## src/rtl/cpu_pkg.sv

```systemverilog
// Shared types and constants for the memory-port arbiter.
package cpu_pkg;

  // Arbiter FSM states.
  typedef enum logic [1:0] {
    IDLE,
    CMD,
    RWAIT,
    RESP
  } arb_state_t;

  // Identity of the requester owning the current transaction.
  typedef enum logic [1:0] {
    REQ_LD,
    REQ_IF,
    REQ_DM
  } req_id_t;

  // Width of the read-latency wait counter (covers MEM_LAT-1 up to 7).
  localparam int unsigned LAT_CNT_W = 3;

endpackage

```

## src/rtl/rr_pick2.sv

```systemverilog
// Two-way round-robin selector between instruction fetch and data access.
// o_pick is one-hot: bit 0 = IF, bit 1 = DM, all-zero when nobody requests.
module rr_pick2 (
  input  logic       i_req_if,
  input  logic       i_req_dm,
  input  logic       i_prio_dm,
  output logic [1:0] o_pick
);

  // A lone requester always wins; on a tie the side not served last wins.
  always_comb begin
    o_pick = 2'b00;
    if (i_req_if && i_req_dm) begin
      o_pick = i_prio_dm ? 2'b10 : 2'b01;
    end else if (i_req_if) begin
      o_pick = 2'b01;
    end else if (i_req_dm) begin
      o_pick = 2'b10;
    end
  end

endmodule

```

## src/rtl/mem_port_arbiter.sv

```systemverilog
// Shares one single-port memory between loader (LD), instruction fetch (IF)
// and data access (DM). LD has fixed priority, IF/DM alternate round-robin.
// One transaction in flight; command outputs are registered and read data
// returns a fixed MEM_LAT cycles after the command.
module mem_port_arbiter
  import cpu_pkg::*;
#(
  parameter int unsigned DATA_SIZE = 19,
  parameter int unsigned ADDR_SIZE = 12,
  parameter int unsigned MEM_LAT   = 1
) (
  input  logic                 CLK,
  input  logic                 RST,
  input  logic                 LD_REQ,
  input  logic [ADDR_SIZE-1:0] LD_ADDR,
  input  logic [DATA_SIZE-1:0] LD_WDATA,
  output logic                 LD_GNT,
  input  logic                 IF_REQ,
  input  logic [ADDR_SIZE-1:0] IF_ADDR,
  output logic                 IF_GNT,
  output logic                 IF_RVALID,
  input  logic                 DM_REQ,
  input  logic                 DM_WE,
  input  logic [ADDR_SIZE-1:0] DM_ADDR,
  input  logic [DATA_SIZE-1:0] DM_WDATA,
  output logic                 DM_GNT,
  output logic                 DM_RVALID,
  output logic [DATA_SIZE-1:0] RDATA,
  output logic                 MEM_WR_EN,
  output logic [ADDR_SIZE-1:0] MEM_ADDRESS,
  output logic [DATA_SIZE-1:0] MEM_WR_DATA,
  input  logic [DATA_SIZE-1:0] MEM_RDATA,
  output logic                 BUSY
);

  if ((MEM_LAT < 1) || (MEM_LAT > 8)) begin : g_lat_check
    $error("mem_port_arbiter: MEM_LAT must be within 1..8");
  end

  arb_state_t           r_state, w_state_d;
  logic [LAT_CNT_W-1:0] r_cnt, w_cnt_d;
  req_id_t              r_owner, w_owner_d;
  logic                 r_prio_dm, w_prio_dm_d;
  logic                 r_ld_gnt, w_ld_gnt_d;
  logic                 r_if_gnt, w_if_gnt_d;
  logic                 r_dm_gnt, w_dm_gnt_d;
  logic                 r_if_rvalid, w_if_rvalid_d;
  logic                 r_dm_rvalid, w_dm_rvalid_d;
  logic [DATA_SIZE-1:0] r_rdata, w_rdata_d;
  logic                 r_mem_wr_en, w_mem_wr_en_d;
  logic [ADDR_SIZE-1:0] r_mem_addr, w_mem_addr_d;
  logic [DATA_SIZE-1:0] r_mem_wdata, w_mem_wdata_d;
  logic [1:0]           w_pick;

  rr_pick2 u_rr_pick2 (
    .i_req_if  (IF_REQ),
    .i_req_dm  (DM_REQ),
    .i_prio_dm (r_prio_dm),
    .o_pick    (w_pick)
  );

  // Next-state and next-output logic; pulses default low, data registers hold.
  always_comb begin
    w_state_d     = r_state;
    w_cnt_d       = r_cnt;
    w_owner_d     = r_owner;
    w_prio_dm_d   = r_prio_dm;
    w_ld_gnt_d    = 1'b0;
    w_if_gnt_d    = 1'b0;
    w_dm_gnt_d    = 1'b0;
    w_if_rvalid_d = 1'b0;
    w_dm_rvalid_d = 1'b0;
    w_rdata_d     = r_rdata;
    w_mem_wr_en_d = 1'b0;
    w_mem_addr_d  = r_mem_addr;
    w_mem_wdata_d = r_mem_wdata;

    case (r_state)
      IDLE: begin
        if (LD_REQ) begin
          // Loader grants leave the IF/DM pointer untouched.
          w_owner_d     = REQ_LD;
          w_mem_addr_d  = LD_ADDR;
          w_mem_wdata_d = LD_WDATA;
          w_mem_wr_en_d = 1'b1;
          w_ld_gnt_d    = 1'b1;
          w_state_d     = CMD;
        end else if (w_pick[0]) begin
          w_owner_d    = REQ_IF;
          w_mem_addr_d = IF_ADDR;
          w_if_gnt_d   = 1'b1;
          w_prio_dm_d  = 1'b1;
          w_state_d    = CMD;
        end else if (w_pick[1]) begin
          w_owner_d     = REQ_DM;
          w_mem_addr_d  = DM_ADDR;
          if (DM_WE) begin
            w_mem_wdata_d = DM_WDATA;
          end
          w_mem_wr_en_d = DM_WE;
          w_dm_gnt_d    = 1'b1;
          w_prio_dm_d   = 1'b0;
          w_state_d     = CMD;
        end
      end
      CMD: begin
        if (r_mem_wr_en) begin
          w_state_d = IDLE;
        end else begin
          w_cnt_d   = LAT_CNT_W'(MEM_LAT - 1);
          w_state_d = RWAIT;
        end
      end
      RWAIT: begin
        if (r_cnt == '0) begin
          w_rdata_d     = MEM_RDATA;
          w_if_rvalid_d = (r_owner == REQ_IF);
          w_dm_rvalid_d = (r_owner == REQ_DM);
          w_state_d     = RESP;
        end else begin
          w_cnt_d = r_cnt - LAT_CNT_W'(1);
        end
      end
      RESP: begin
        w_state_d = IDLE;
      end
      default: begin
        w_state_d = IDLE;
      end
    endcase
  end

  // State and output registers with synchronous reset.
  always_ff @(posedge CLK) begin
    if (RST) begin
      r_state     <= IDLE;
      r_cnt       <= '0;
      r_owner     <= REQ_LD;
      r_prio_dm   <= 1'b0;
      r_ld_gnt    <= 1'b0;
      r_if_gnt    <= 1'b0;
      r_dm_gnt    <= 1'b0;
      r_if_rvalid <= 1'b0;
      r_dm_rvalid <= 1'b0;
      r_rdata     <= '0;
      r_mem_wr_en <= 1'b0;
      r_mem_addr  <= '0;
      r_mem_wdata <= '0;
    end else begin
      r_state     <= w_state_d;
      r_cnt       <= w_cnt_d;
      r_owner     <= w_owner_d;
      r_prio_dm   <= w_prio_dm_d;
      r_ld_gnt    <= w_ld_gnt_d;
      r_if_gnt    <= w_if_gnt_d;
      r_dm_gnt    <= w_dm_gnt_d;
      r_if_rvalid <= w_if_rvalid_d;
      r_dm_rvalid <= w_dm_rvalid_d;
      r_rdata     <= w_rdata_d;
      r_mem_wr_en <= w_mem_wr_en_d;
      r_mem_addr  <= w_mem_addr_d;
      r_mem_wdata <= w_mem_wdata_d;
    end
  end

  assign LD_GNT      = r_ld_gnt;
  assign IF_GNT      = r_if_gnt;
  assign DM_GNT      = r_dm_gnt;
  assign IF_RVALID   = r_if_rvalid;
  assign DM_RVALID   = r_dm_rvalid;
  assign RDATA       = r_rdata;
  assign MEM_WR_EN   = r_mem_wr_en;
  assign MEM_ADDRESS = r_mem_addr;
  assign MEM_WR_DATA = r_mem_wdata;
  assign BUSY        = (r_state != IDLE);

endmodule
```

## config.mk

```make
export PLATFORM = sky130hd
export DESIGN_NAME = mem_port_arbiter
export DESIGN_NICKNAME = d
export VERILOG_FILES = /design/src/rtl/cpu_pkg.sv /design/src/rtl/rr_pick2.sv /design/src/rtl/mem_port_arbiter.sv
export SDC_FILE = /design/constraint.sdc
export NUM_CORES = 1
export LEC_CHECK = 0
export ABC_CLOCK_PERIOD_IN_PS = 2700
export BUFFER_PORTS_ARGS = -buffer_cell sky130_fd_sc_hd__clkbuf_2
export CAP_MARGIN = 10
export CORE_MARGIN = 8
export CORE_UTILIZATION = 47
export DETAILED_ROUTE_END_ITERATION = 6
export PLACE_DENSITY = 0.84
export SETUP_SLACK_MARGIN = 0.4
export SLEW_MARGIN = 40
export SYNTH_ARGS = -nofsm -noshare
export SYNTH_HDL_FRONTEND = slang
export SYNTH_SLANG_ARGS = --single-unit
export TNS_END_PERCENT = 20
```

## constraint.sdc

```tcl
create_clock -name CLK -period 2.7 [get_ports CLK]
set_clock_uncertainty 0.2 [all_clocks]
set_input_delay 0.54 -clock CLK [delete_from_list [all_inputs] [get_ports CLK]]
set_output_delay 0.54 -clock CLK [all_outputs]
set_load 0.005 [all_outputs]
```

* Yosys cells after proc, flatten, opt, wreduce, memory -nomap -nowiden *
Cells that the tools add are included.

word-level totals
  bits in registers = 64
  output and inout port bits = 57
  logic and storage cells = 78

cells by class
  add/sub/neg operators = 1
  equal/unequal tests = 10
  muxes and demuxes = 31
  bitwise operators = 4
  reduce and logical (&&, ||, !) cells = 19

operators by type and width
  operator                                                count
  2-to-1 mux 19 bit                                       4
  2-to-1 mux 12 bit                                       3
  2-to-1 mux 2 bit                                        12
  nonzero test 2 bit                                      5
  2-to-1 mux 1 bit                                        8
  inequality test 2 bit (second input constant)           4
  case mux 2 bit (4 select lines)                         1
  == test 2 bit (second input constant)                   3
  2-to-1 mux 3 bit                                        2
  case mux 3 bit (2 select lines)                         1
  AND reduction 2 bit                                     3
  AND reduction 3 bit                                     2
  OR reduction 3 bit                                      2
  == test 2 x 1 -> 1 bit (second input constant)          2
  inequality test 4 x 2 -> 1 bit (second input constant)  1
  NOT 1 bit                                               4
  AND reduction 4 bit                                     1
  OR reduction 4 bit                                      1
  zero test 3 bit                                         1
  nonzero test 3 bit                                      1
  subtractor 3 x 1 -> 3 bit (second input constant)       1
  zero test 2 bit                                         1
  OR reduction 2 bit                                      1
  logical AND 1 bit                                       1

* Logic depth before layout (Yosys ltp) *
Gate-level depths: netlist of the first run.

  word-level depth = 7
  mapped depth = 8
  mapped depth without buffers = 7

* Modules after synthesis *
A second synthesis of the first run with hierarchy kept.

unflattened totals
  cell total of the unflattened synthesis = 350
  area, all modules = 2982.9 um2

modules (own cells, without submodules)
  module            instances  cells an instance  area an instance (um2)  seq. area each (um2)
  mem_port_arbiter  1          347                2964.1                  1281.2
  rr_pick2          1          3                  18.8                    0.0

* Worst setup path before layout of the first run *
No wires, ideal clock.

  path kind = input port to flip-flop
  from = input port LD_REQ
  to = register r_mem_addr[2], in the netlist MEM_ADDRESS[2]
  arrival time = 1690 ps
  slack = 742 ps
  stages = 6
  buffers on the path = 2
  cell sequence = buf_6 > or4b_4 > nor3b_4 > buf_6 > a22oi_1 > o21ai_2

on the way
  cells in the longest elaborated chain, start to end = 2
  elaborated cells between the ends (all ways) = 3
  those cells by class = mux: 1; reduce/logical: 2

RTL lines
  what                                  RTL line                 RTL
  from (decl)                           mem_port_arbiter.sv:14   input logic LD_REQ,
  nonzero test 3 bit (no source line)   -
  AND reduction 2 bit (no source line)  -
  to (signal assigned)                  mem_port_arbiter.sv:161  r_mem_addr <= w_mem_addr_d;
  to (decl)                             mem_port_arbiter.sv:51   logic [ADDR_SIZE-1:0] r_mem_addr, w_mem_addr_d;

Several ways; a longest one is shown, not always the timed one.
A chain may end at the register's enable or synchronous reset.

* Worst setup path in the final report of the first run *
  from = register r_cnt[0]
  to = register r_rdata[14], in the netlist RDATA[14]

on the way
  cells in the longest elaborated chain, start to end = 2

RTL lines
  what                                  RTL line                 RTL
  from (decl)                           mem_port_arbiter.sv:41   logic [LAT_CNT_W-1:0] r_cnt, w_cnt_d;
  from (signal assigned)                mem_port_arbiter.sv:151  r_cnt <= w_cnt_d;
  zero test 3 bit                       mem_port_arbiter.sv:115  if (r_cnt == '0) begin
  AND reduction 2 bit (no source line)  -
  to (signal assigned)                  mem_port_arbiter.sv:159  r_rdata <= w_rdata_d;
  to (decl)                             mem_port_arbiter.sv:49   logic [DATA_SIZE-1:0] r_rdata, w_rdata_d;

No other way between the ends.

==> flow_summary.json, run 1 <==
{
  "ant_nets": 0,
  "core-area_um2": 5473,
  "tightest_slew_ns": 0.7090,
  "pin_count": 156,
  "cap_viol_max_count": 0,
  "fmax_ghz": 0.4833,
  "grt_overflow": 0,
  "clk_pin_slew_ns": 0.07,
  "synth_area_per_cell_um2": 9.173,
  "route.detailed.drc": 0,
  "grt_pass1_wl_mm": 12.58,
  "syn2layout_area_growth_pct": 37.72,
  "clock-root-buffer": "clkbuf_8",
  "min_path_type": "in2reg",
  "outcome": "finished clean",
  "crit_arrival_ns": 2.12,
  "wl_mm": 7.840,
  "grt_pass1_vias": 2674,
  "worstSetupStartpointType": "flip-flop",
  "cpPeakStageDelay_ns": 0.56,
  "hold_viol": 0,
  "leakage_nw": 1.712,
  "diodes": 0,
  "mostFrequentLayoutCells": "clkbuf_2 (155), dfxtp_1 (64), a21oi_1 (45), nand2_1 (41), a22oi_1 (23)",
  "cts.repair.resized": 0,
  "initial_core_util": 0.4861,
  "synthCells": 290,
  "slew_viol_final": 0,
  "ys_ff_latch": 64,
  "ir_worst_vdd_uv": 326.4,
  "critical_path_class": "reg2reg",
  "r2r_start": "r_cnt[0]",
  "die-area_um2": 8323,
  "post-route-min-period_ns": 2.069,
  "post-route-util": 0.6694,
  "cp_slowest_cell": "or2_1",
  "critPathTopFamily": "simple AND/OR/NAND/NOR gates",
  "gr-usage-met1": 0.1982,
  "netlist_area_um2": 2660,
  "final_common_cell": "clkbuf_2",
  "wl_per_cell_um": 15.22,
  "dr.pass1.iters": 4,
  "worstHoldStart": "MEM_RDATA[6]",
  "die_y_um": 91.23,
  "grt.met3_usage": 0.08066,
  "grt_usage": 0.1810,
  "place_congestion": 0.7566,
  "clock_latency_ns": 0.32,
  "seq_area_frac_synth": 0.4817,
  "cts-htree-levels": 3,
  "route.vias.total": 2658,
  "cp-startpoint": "r_cnt[0]",
  "grt-busiest-layer": "met2",
  "portBuffers": 155,
  "clk_path_buf_depth": 2,
  "hold_buffers": 0,
  "critPathMaxFanout": 21,
  "drive_gt1_frac": 0.4289,
  "drt_iter0_markers": 139,
  "setup_tns_ns": 0,
  "synth_nets": 391,
  "clock-sinks": 64,
  "cts_buffers": 9,
  "hpwl_mm": 6.112,
  "critPathRequiredTime_ns": 2.75,
  "worst-path-buf-inv": 2,
  "vias_per_cell": 5.161,
  "cts_tree": "built",
  "grt_max_degree": 43,
  "powerDensity_nw_per_um2": 631.5,
  "rsz0062_at_grt": "no",
  "end_kind": "flip-flop",
  "yosysWarnings": 0,
  "slew_headroom": 0.5268,
  "cts_setup_buffers": 0,
  "fp.dieW_um": 91.23,
  "met2_usage": 0.3029,
  "final_nets": 539,
  "ys_types": 32,
  "finalSetupViolCount": 0,
  "worstPathCellList": "inv_1, ha_1, ha_1, inv_1, or2_1, nand2_1, a21oi_1",
  "rows": 27,
  "antenna_found_initial": 0,
  "finalCritPeriodShare": 0.7663,
  "fillCellCount": 488
}
==> path summary, 6_finish.rpt <==
| kind | end | slack (ns) | depth (start not counted) |
|---|---|---|---|
| max | RDATA[14] | 0.63 | 7 |
| min | RDATA[6] | 0.23 | 3 |
| max reg2reg | RDATA[14] | 0.63 | 7 |
| min reg2reg | IF_RVALID | 0.25 | 1 |
==> flip-flops by register name (all words and copies together) (netlist names), named ones only <==
| name | cells |
|---|---|
| MEM_WR_EN | 1 |
| r_state | 1 |
| r_prio_dm | 1 |
| IF_GNT | 1 |
| r_cnt | 3 |
| MEM_WR_DATA | 19 |
| RDATA | 19 |
| LD_GNT | 1 |
| IF_RVALID | 1 |
| r_owner | 2 |
| DM_GNT | 1 |
| DM_RVALID | 1 |
| MEM_ADDRESS | 12 |
==> worst reg2reg max path: stages, from the launching register on <==
cell and delay [ns]:
dfxtp_1 0.35, inv_1 0.06, ha_1 0.19, ha_1 0.24, inv_1 0.11, or2_1 0.56, nand2_1 0.12, a21oi_1 0.18
==> cells in the mapped netlist, drive strengths merged <==
| master | n | share of area |
|---|---|---|
| o21a | 1 | 0.0028 |
| nor3b | 4 | 0.016 |
| a211oi | 23 | 0.065 |
| buf | 8 | 0.020 |
| ha | 2 | 0.0094 |
| and2 | 1 | 0.0024 |
| o21ai | 12 | 0.034 |
| a22oi | 23 | 0.065 |
| or3b | 1 | 0.0033 |
| or4b | 1 | 0.0052 |
| a21oi | 45 | 0.085 |
| or3 | 1 | 0.0024 |
| a31o | 1 | 0.0033 |
| nand2 | 41 | 0.058 |
| nor2 | 11 | 0.016 |
| a221oi | 1 | 0.0033 |
| dfxtp | 64 | 0.48 |
| mux2i | 19 | 0.071 |
| nor4b | 2 | 0.0066 |
| nand2b | 3 | 0.0071 |
| a2111oi | 1 | 0.0033 |
| o31ai | 1 | 0.0028 |
| inv | 6 | 0.0085 |
| or2 | 1 | 0.0024 |
| a32oi | 1 | 0.0033 |
| clkbuf | 16 | 0.023 |
==> layer usage <==
| metal | routed length (um) | share of wire |
|---|---|---|
| met1 | 3198 | 0.41 |
| met2 | 3755 | 0.48 |
| met3 | 781 | 0.10 |
| met4 | 105 | 0.013 |
| met5 | 0 | 0 |
==> cell type report <==
cell class,instances,area [um^2],share of cell area
timing repair buffer,161,820.8,0.2240
tap,72,90.09,0.02459
clock inverter,3,40.04,0.01093
inverter,6,22.52,0.006148
sequential,64,1281,0.3497
multi-input combinational,196,1250,0.3412
clock buffer,13,158.9,0.04337
==> per-stage QoR <==
step / instance area [um^2] / setup slack (ns) / hold slack [ns] / instances / power (mW)
floorplan: 2660 / 0.7422 / 0.2079 / 290 / 1.325
global placement: 3465 / 0.5060 / 0.2422 / 499 / 1.511
detailed placement: 3465 / 0.4291 / 0.2447 / 499 / 1.526
CTS: 3664 / 0.5988 / 0.2186 / 515 / 2.335
global route: 3664 / 0.4276 / 0.2296 / 515 / 2.439
finish: 3664 / 0.6310 / 0.2342 / 515 / 2.313
==> power breakdown <==
| part | leakage (nW) | switching, mW | internal (mW) |
|---|---|---|---|
| registers | 0.525 | 0.0458 | 1.03 |
| clock network | 0.103 | 0.336 | 0.475 |
| logic | 1.08 | 0.230 | 0.201 |
| total | 1.71 | 0.612 | 1.70 |
==> logic make-up after synthesis <==
kind of cell    after synthesis  share of synthesized area
simple gates                 66                     0.1190
mux                          19                    0.07149
compound gates              109                     0.2672
fa+ha+maj                     2                   0.009406
flops                        64                     0.4817
buf+inv                      30                    0.05127
Power figures use the tool's default switching activity.
==> run 2, diff against run 1 <==
--- a/config.mk
+++ b/config.mk
@@ -5,13 +5,13 @@
 export SDC_FILE = /design/constraint.sdc
 export NUM_CORES = 1
 export LEC_CHECK = 0
-export ABC_CLOCK_PERIOD_IN_PS = 2700
+export ABC_CLOCK_PERIOD_IN_PS = 1900
 export BUFFER_PORTS_ARGS = -buffer_cell sky130_fd_sc_hd__clkbuf_2
 export CAP_MARGIN = 10
 export CORE_MARGIN = 8
-export CORE_UTILIZATION = 47
+export CORE_UTILIZATION = 39
 export DETAILED_ROUTE_END_ITERATION = 6
-export PLACE_DENSITY = 0.84
+export PLACE_DENSITY = 0.75
 export SETUP_SLACK_MARGIN = 0.4
 export SLEW_MARGIN = 40
 export SYNTH_ARGS = -nofsm -noshare
==> constraint.sdc (replaced) <==
create_clock -name CLK -period 1.9 [get_ports CLK]
set_clock_uncertainty 0.2 [all_clocks]
set_input_delay 0.38 -clock CLK [delete_from_list [all_inputs] [get_ports CLK]]
set_output_delay 0.38 -clock CLK [all_outputs]
set_load 0.005 [all_outputs]
==> run 2 against run 1 <==
Compared with the run above:
- global-route usage shrank 1.6 points
- final area grew 9.9%
- fmax grew 19%
- sequential share of layout area shrank 3.0 points
- sequential cell count is the same
- highest routed layer unchanged
==> flow_summary.json, run 2 (synthesis gave the netlist of run 1 again) <==
{
  "fmax_ghz": 0.5743,
  "vias_per_cell": 5.011,
  "crit_arrival_ns": 1.80,
  "core-area_um2": 6681,
  "grt_overflow": 0,
  "clk_pin_slew_ns": 0.07,
  "switching_share": 0.2639,
  "die_y_um": 98.59,
  "worstHoldStart": "DM_ADDR[10]",
  "r2r_slack_ns": 0.16,
  "diodes": 0,
  "clock-root-buffer": "clkbuf_8",
  "grt_usage": 0.1653,
  "powerDensity_nw_per_um2": 883.7,
  "clk_path_buf_depth": 2,
  "cts_tree": "built",
  "final_nets": 557,
  "setup_ws_ns": 0.1587,
  "grt_pass1_wl_mm": 13.34,
  "end_kind": "flip-flop",
  "cts-htree-levels": 3,
  "mostFrequentLayoutCells": "clkbuf_2 (155), dfxtp_1 (59), a21oi_1 (40), nand2_1 (39), a22oi_1 (23)",
  "pin_count": 156,
  "leakage_nw": 1.867,
  "intPower_mw": 2.620,
  "pre_cts_ws_ns": 0.004023,
  "min_path_type": "in2reg",
  "fp.dieW_um": 98.59,
  "ir_worst_vdd_uv": 369.8,
  "cp-startpoint": "r_state[0]",
  "drive_gt1_frac": 0.5076,
  "place_congestion": 0.7365,
  "wl_per_cell_um": 15.02,
  "clkPwrFrac": 0.359,
  "clock_latency_ns": 0.33,
  "hpwl_mm": 6.005,
  "power_frac_comb": 0.213,
  "critical_path_class": "reg2reg",
  "hold_buffers": 0,
  "dr.pass1.iters": 4,
  "initial_core_util": 0.3981,
  "ff2ff_path_depth": 5,
  "grt_max_degree": 33,
  "die-area_um2": 9719,
  "cts_buffers": 9,
  "rsz0062_at_grt": "yes",
  "cap_viol_max_count": 0,
  "critPathRequiredTime_ns": 1.96,
  "switchingPower_mw": 0.9394,
  "final_common_cell": "clkbuf_2",
  "clock-sinks": 64,
  "route.detailed.drc": 0,
  "fillCellCount": 594,
  "route.vias.total": 2711,
  "wl_mm": 8.127,
  "rows": 30,
  "setup_tns_ns": 0,
  "worstSetupStartpointType": "flip-flop",
  "post-route-min-period_ns": 1.741,
  "finalCritPeriodShare": 0.9165,
  "holdPathStages": 3,
  "antenna_found_initial": 0,
  "ant_nets": 0,
  "syn2layout_area_growth_pct": 51.41,
  "finalSetupViolCount": 0,
  "hold_viol": 0,
  "portBuffers": 155,
  "r2r_start": "r_state[0]",
  "outcome": "finished clean",
  "tightest_slew_ns": 0.4355,
  "drt_iter0_markers": 114,
  "slew_viol_final": 0,
  "slew_headroom": 0.7097,
  "critPathMaxFanout": 13,
  "seqPwrFrac": 0.428,
  "grt_pass1_vias": 2784
}
==> run 2: worst max-delay path: stages (launching register included) <==
cell	delay (ns)
dfxtp_2	0.36
or4b_4	0.57
nor3b_4	0.23
buf_12	0.16
a22oi_1	0.08
o21ai_1	0.07
==> run 2: what timing repair did <==
item | CTS | global route
resized for setup | 39 | 6
cloned | 4 | 0
pin swaps | 10 | 5
endpoints found under the setup margin | 58 | 60
buffers inserted | 5 | 0
hold endpoints to repair | 0 | 0
==> run 2: worst paths after layout <==
check / endpoint
setup / recovery: MEM_ADDRESS[11]
hold / removal: MEM_ADDRESS[10]
setup reg to reg: MEM_ADDRESS[11]
hold reg to reg: RDATA[17]
==> run 2: stage by stage <==
step | hold slack [ns] | std cells | utilization | instance area, um^2 | power (mW)
5_1_grt | 0.04797 | 541 | 0.6028 | 4028 | 3.757
4_1_cts | 0.03932 | 541 | 0.5998 | 4008 | 3.591
6_report | 0.05910 | 541 | 0.6028 | 4028 | 3.559
2_1_floorplan | 0.2079 | 290 | - | 2664 | 1.883
3_5_place_dp | 0.2495 | 516 | 0.5339 | 3567 | 2.199
3_3_place_gp | 0.2425 | 516 | 0.5339 | 3567 | 2.182
==> run 2: layer usage <==
metal	share of wire	vias up	track usage
met5	0	-	0
met4	0.0098	0	0.05431
met3	0.097	8	0.07963
met2	0.46	102	0.2564
met1	0.43	1215	0.1953
li1	-	1386	-
==> run 2: layout make-up <==
cell class / count / area, um^2 / area share
clock inverters: 5 / 80.08 / 0.01988
inverters: 6 / 22.52 / 0.005592
multi-input cells: 197 / 1351 / 0.3355
repair buffers: 178 / 1045 / 0.2594
flip-flops and latches: 64 / 1287 / 0.3197
well taps: 80 / 100.1 / 0.02485
clock buffers: 11 / 141.4 / 0.03510
==> run 2: power by group through the flow <==
stage / logic, mW / registers (mW) / clock network [mW]
finish: 0.758 / 1.52 / 1.28
global route: 0.835 / 1.54 / 1.39
CTS: 0.757 / 1.52 / 1.31
detailed placement: 0.653 / 1.55 / 0
global placement: 0.636 / 1.55 / 0
floorplan: 0.332 / 1.55 / 0
==> run 3, diff against run 2 <==
--- a/config.mk
+++ b/config.mk
@@ -9,12 +9,13 @@
 export BUFFER_PORTS_ARGS = -buffer_cell sky130_fd_sc_hd__clkbuf_2
 export CAP_MARGIN = 10
 export CORE_MARGIN = 8
-export CORE_UTILIZATION = 39
+export CORE_UTILIZATION = 41
 export DETAILED_ROUTE_END_ITERATION = 6
-export PLACE_DENSITY = 0.75
+export PLACE_DENSITY = 0.76
 export SETUP_SLACK_MARGIN = 0.4
 export SLEW_MARGIN = 40
 export SYNTH_ARGS = -nofsm -noshare
 export SYNTH_HDL_FRONTEND = slang
+export SYNTH_HIERARCHICAL = 1
 export SYNTH_SLANG_ARGS = --single-unit
 export TNS_END_PERCENT = 20
==> run 3 against run 2 <==
Compared with the run above:
- combinational power is 1% lower
- critical path depth stayed put
- clock power is 16% lower
- critical path type unchanged
- largest power group unchanged
==> flow_summary.json, run 3 <==
{
  "rows": 31,
  "synthFlopType": "dfxtp_1",
  "postLayoutCellArea_um2": 4358,
  "synth_edf_count": 0,
  "slew_headroom": 0.7344,
  "mostFrequentLayoutCells": "clkbuf_2 (155), dfxtp_1 (59), nand2_1 (51), a31oi_1 (39), a21oi_1 (24)",
  "critPathRequiredTime_ns": 1.92,
  "syn2layout_area_growth_pct": 46.10,
  "yosysWarnings": 6,
  "worstSetupStartpointType": "flip-flop",
  "ys_types": 30,
  "hold-worst-slack_ns": 0.06621,
  "route.detailed.drc": 0,
  "grt_pass1_wl_mm": 15.18,
  "placed_area_um2": 3914,
  "synthTopCellsByCount": "dfxtp_1 (64), nand2_1 (51), a31oi_1 (40)",
  "seq_area_frac_synth": 0.4295,
  "end_kind": "flip-flop",
  "cts_tree": "built",
  "vias_per_cell": 5.172,
  "critPathMaxFanout": 12,
  "fp.dieW_um": 101.3,
  "min_path_type": "in2reg",
  "leakage_nw": 1.919,
  "tightest_slew_ns": 0.3929,
  "post-route-min-period_ns": 1.697,
  "synthCells": 350,
  "final_common_cell": "clkbuf_2",
  "cts-htree-levels": 3,
  "pin_count": 156,
  "cap_viol_max_count": 0,
  "grt_usage": 0.1807,
  "diodes": 0,
  "async_flop_share": 0,
  "met3_length_um": 800,
  "ir_worst_vdd_uv": 316.8,
  "grt_max_degree": 46,
  "antenna_found_initial": 0,
  "finalSetupViolCount": 0,
  "hold_buffers": 0,
  "outcome": "finished clean",
  "hpwl_mm": 6.801,
  "synth.most_common_cell": "dfxtp_1",
  "wl_per_cell_um": 15.94,
  "grt_overflow": 0,
  "finalCritPeriodShare": 0.8934,
  "wl_met2_mm": 4.618,
  "synth_top_area_share": 0.4295,
  "ys_ff_latch": 64,
  "hold_viol": 0,
  "clock-root-buffer": "clkbuf_8",
  "portBuffers": 155,
  "ant_nets": 0,
  "yosys.area.top_type": "dfxtp_1",
  "cts_buffers": 9,
  "dr.pass1.iters": 4,
  "clock_latency_ns": 0.33,
  "rsz0062_at_grt": "yes",
  "drt_iter0_markers": 154,
  "final_nets": 613,
  "clk_pin_slew_ns": 0.07,
  "place_congestion": 0.7823,
  "wl_met1_mm": 4.150,
  "synth_nets": 451,
  "die-area_um2": 10260,
  "slew_viol_final": 0,
  "clock-sinks": 64,
  "crit_arrival_ns": 1.72,
  "setup_ws_ns": 0.2026,
  "powerDensity_nw_per_um2": 765.1,
  "totalPowerFinal_mw": 3.334,
  "core-area_um2": 7137,
  "top_layer_used": "met4",
  "wl_mm": 9.817,
  "yosys-top-cells-area": "dfxtp_1 (43%), a31oi_1 (8.4%), nand2_1 (6.4%)",
  "critical_path_class": "reg2reg",
  "initial_core_util": 0.4180,
  "clk_path_buf_depth": 2,
  "netlist_area_um2": 2983,
  "fmax_ghz": 0.5891,
  "grt_pass1_vias": 3286,
  "synth_area_per_cell_um2": 8.522,
  "route.vias.total": 3186,
  "pre_cts_ws_ns": -0.03575,
  "die_y_um": 101.3,
  "drive_gt1_frac": 0.4371
}
-- run 3: per-stage QoR --
stage | std cells | util | setup TNS (ns)
finish | 616 | 0.6106 | 0
global route | 616 | 0.6106 | 0
CTS | 608 | 0.5898 | 0
detailed placement | 587 | 0.5484 | -0.4955
global placement | 587 | 0.5484 | 0
floorplan | 350 | - | 0
-- run 3: cell type report --
| type | count | area [um^2] |
|---|---|---|
| clock inverters | 2 | 12.51 |
| clock buffers | 14 | 172.7 |
| fillers | 668 | 2779 |
| well taps | 99 | 123.9 |
| repair buffers | 186 | 1114 |
| flip-flops and latches | 64 | 1292 |
| multi-input cells | 246 | 1619 |
| inverters | 5 | 23.77 |
-- run 3: logic make-up (layout without fill, tap and decap cells) --
family                     after synthesis  count (layout)  synth area share
and+or+nand+nor                        119             119            0.2169
AOI/OAI and AO/OA                      112             112            0.2387
buffers and inverters                   40             207           0.06292
muxes                                   13              13           0.04362
adders and majority gates                2               2          0.008388
DFF                                     64              64            0.4295
-- run 3: what timing repair did --
action,in CTS,in global routing
gates cloned,0,4
resized for setup,19,13
setup buffers,5,4
setup endpoints to repair,57,56
pin swaps,6,6
hold endpoints to repair,0,0
-- run 3: worst max-delay path, stage by stage, from the launching register on --
cell	delay [ns]
dfxtp_4	0.39
a21boi_4	0.09
or3_4	0.40
nor3b_4	0.17
buf_12	0.15
a22o_1	0.20
-- run 3: path summary, 6_finish.rpt --
kind	from	end	depth (start not counted)	slack (ns)
min reg2reg	r_owner[0]	DM_RVALID	1	0.24
min	MEM_RDATA[4]	RDATA[4]	3	0.07
max	r_prio_dm	MEM_ADDRESS[11]	5	0.20
max reg2reg	r_prio_dm	MEM_ADDRESS[11]	5	0.20
-- run 3: power breakdown --
group	leakage (nW)	total [mW]	internal (mW)	switching (mW)
registers	0.526	1.52	1.45	0.0722
logic	1.30	0.748	0.377	0.372
clock network	0.0927	1.07	0.580	0.488
-- run 3: routing by layer --
metal,vias to the layer above,global-route usage
met5,-,0
met4,0,0.06758
met3,23,0.05017
met2,133,0.3041
met1,1438,0.2134
li1,1592,-
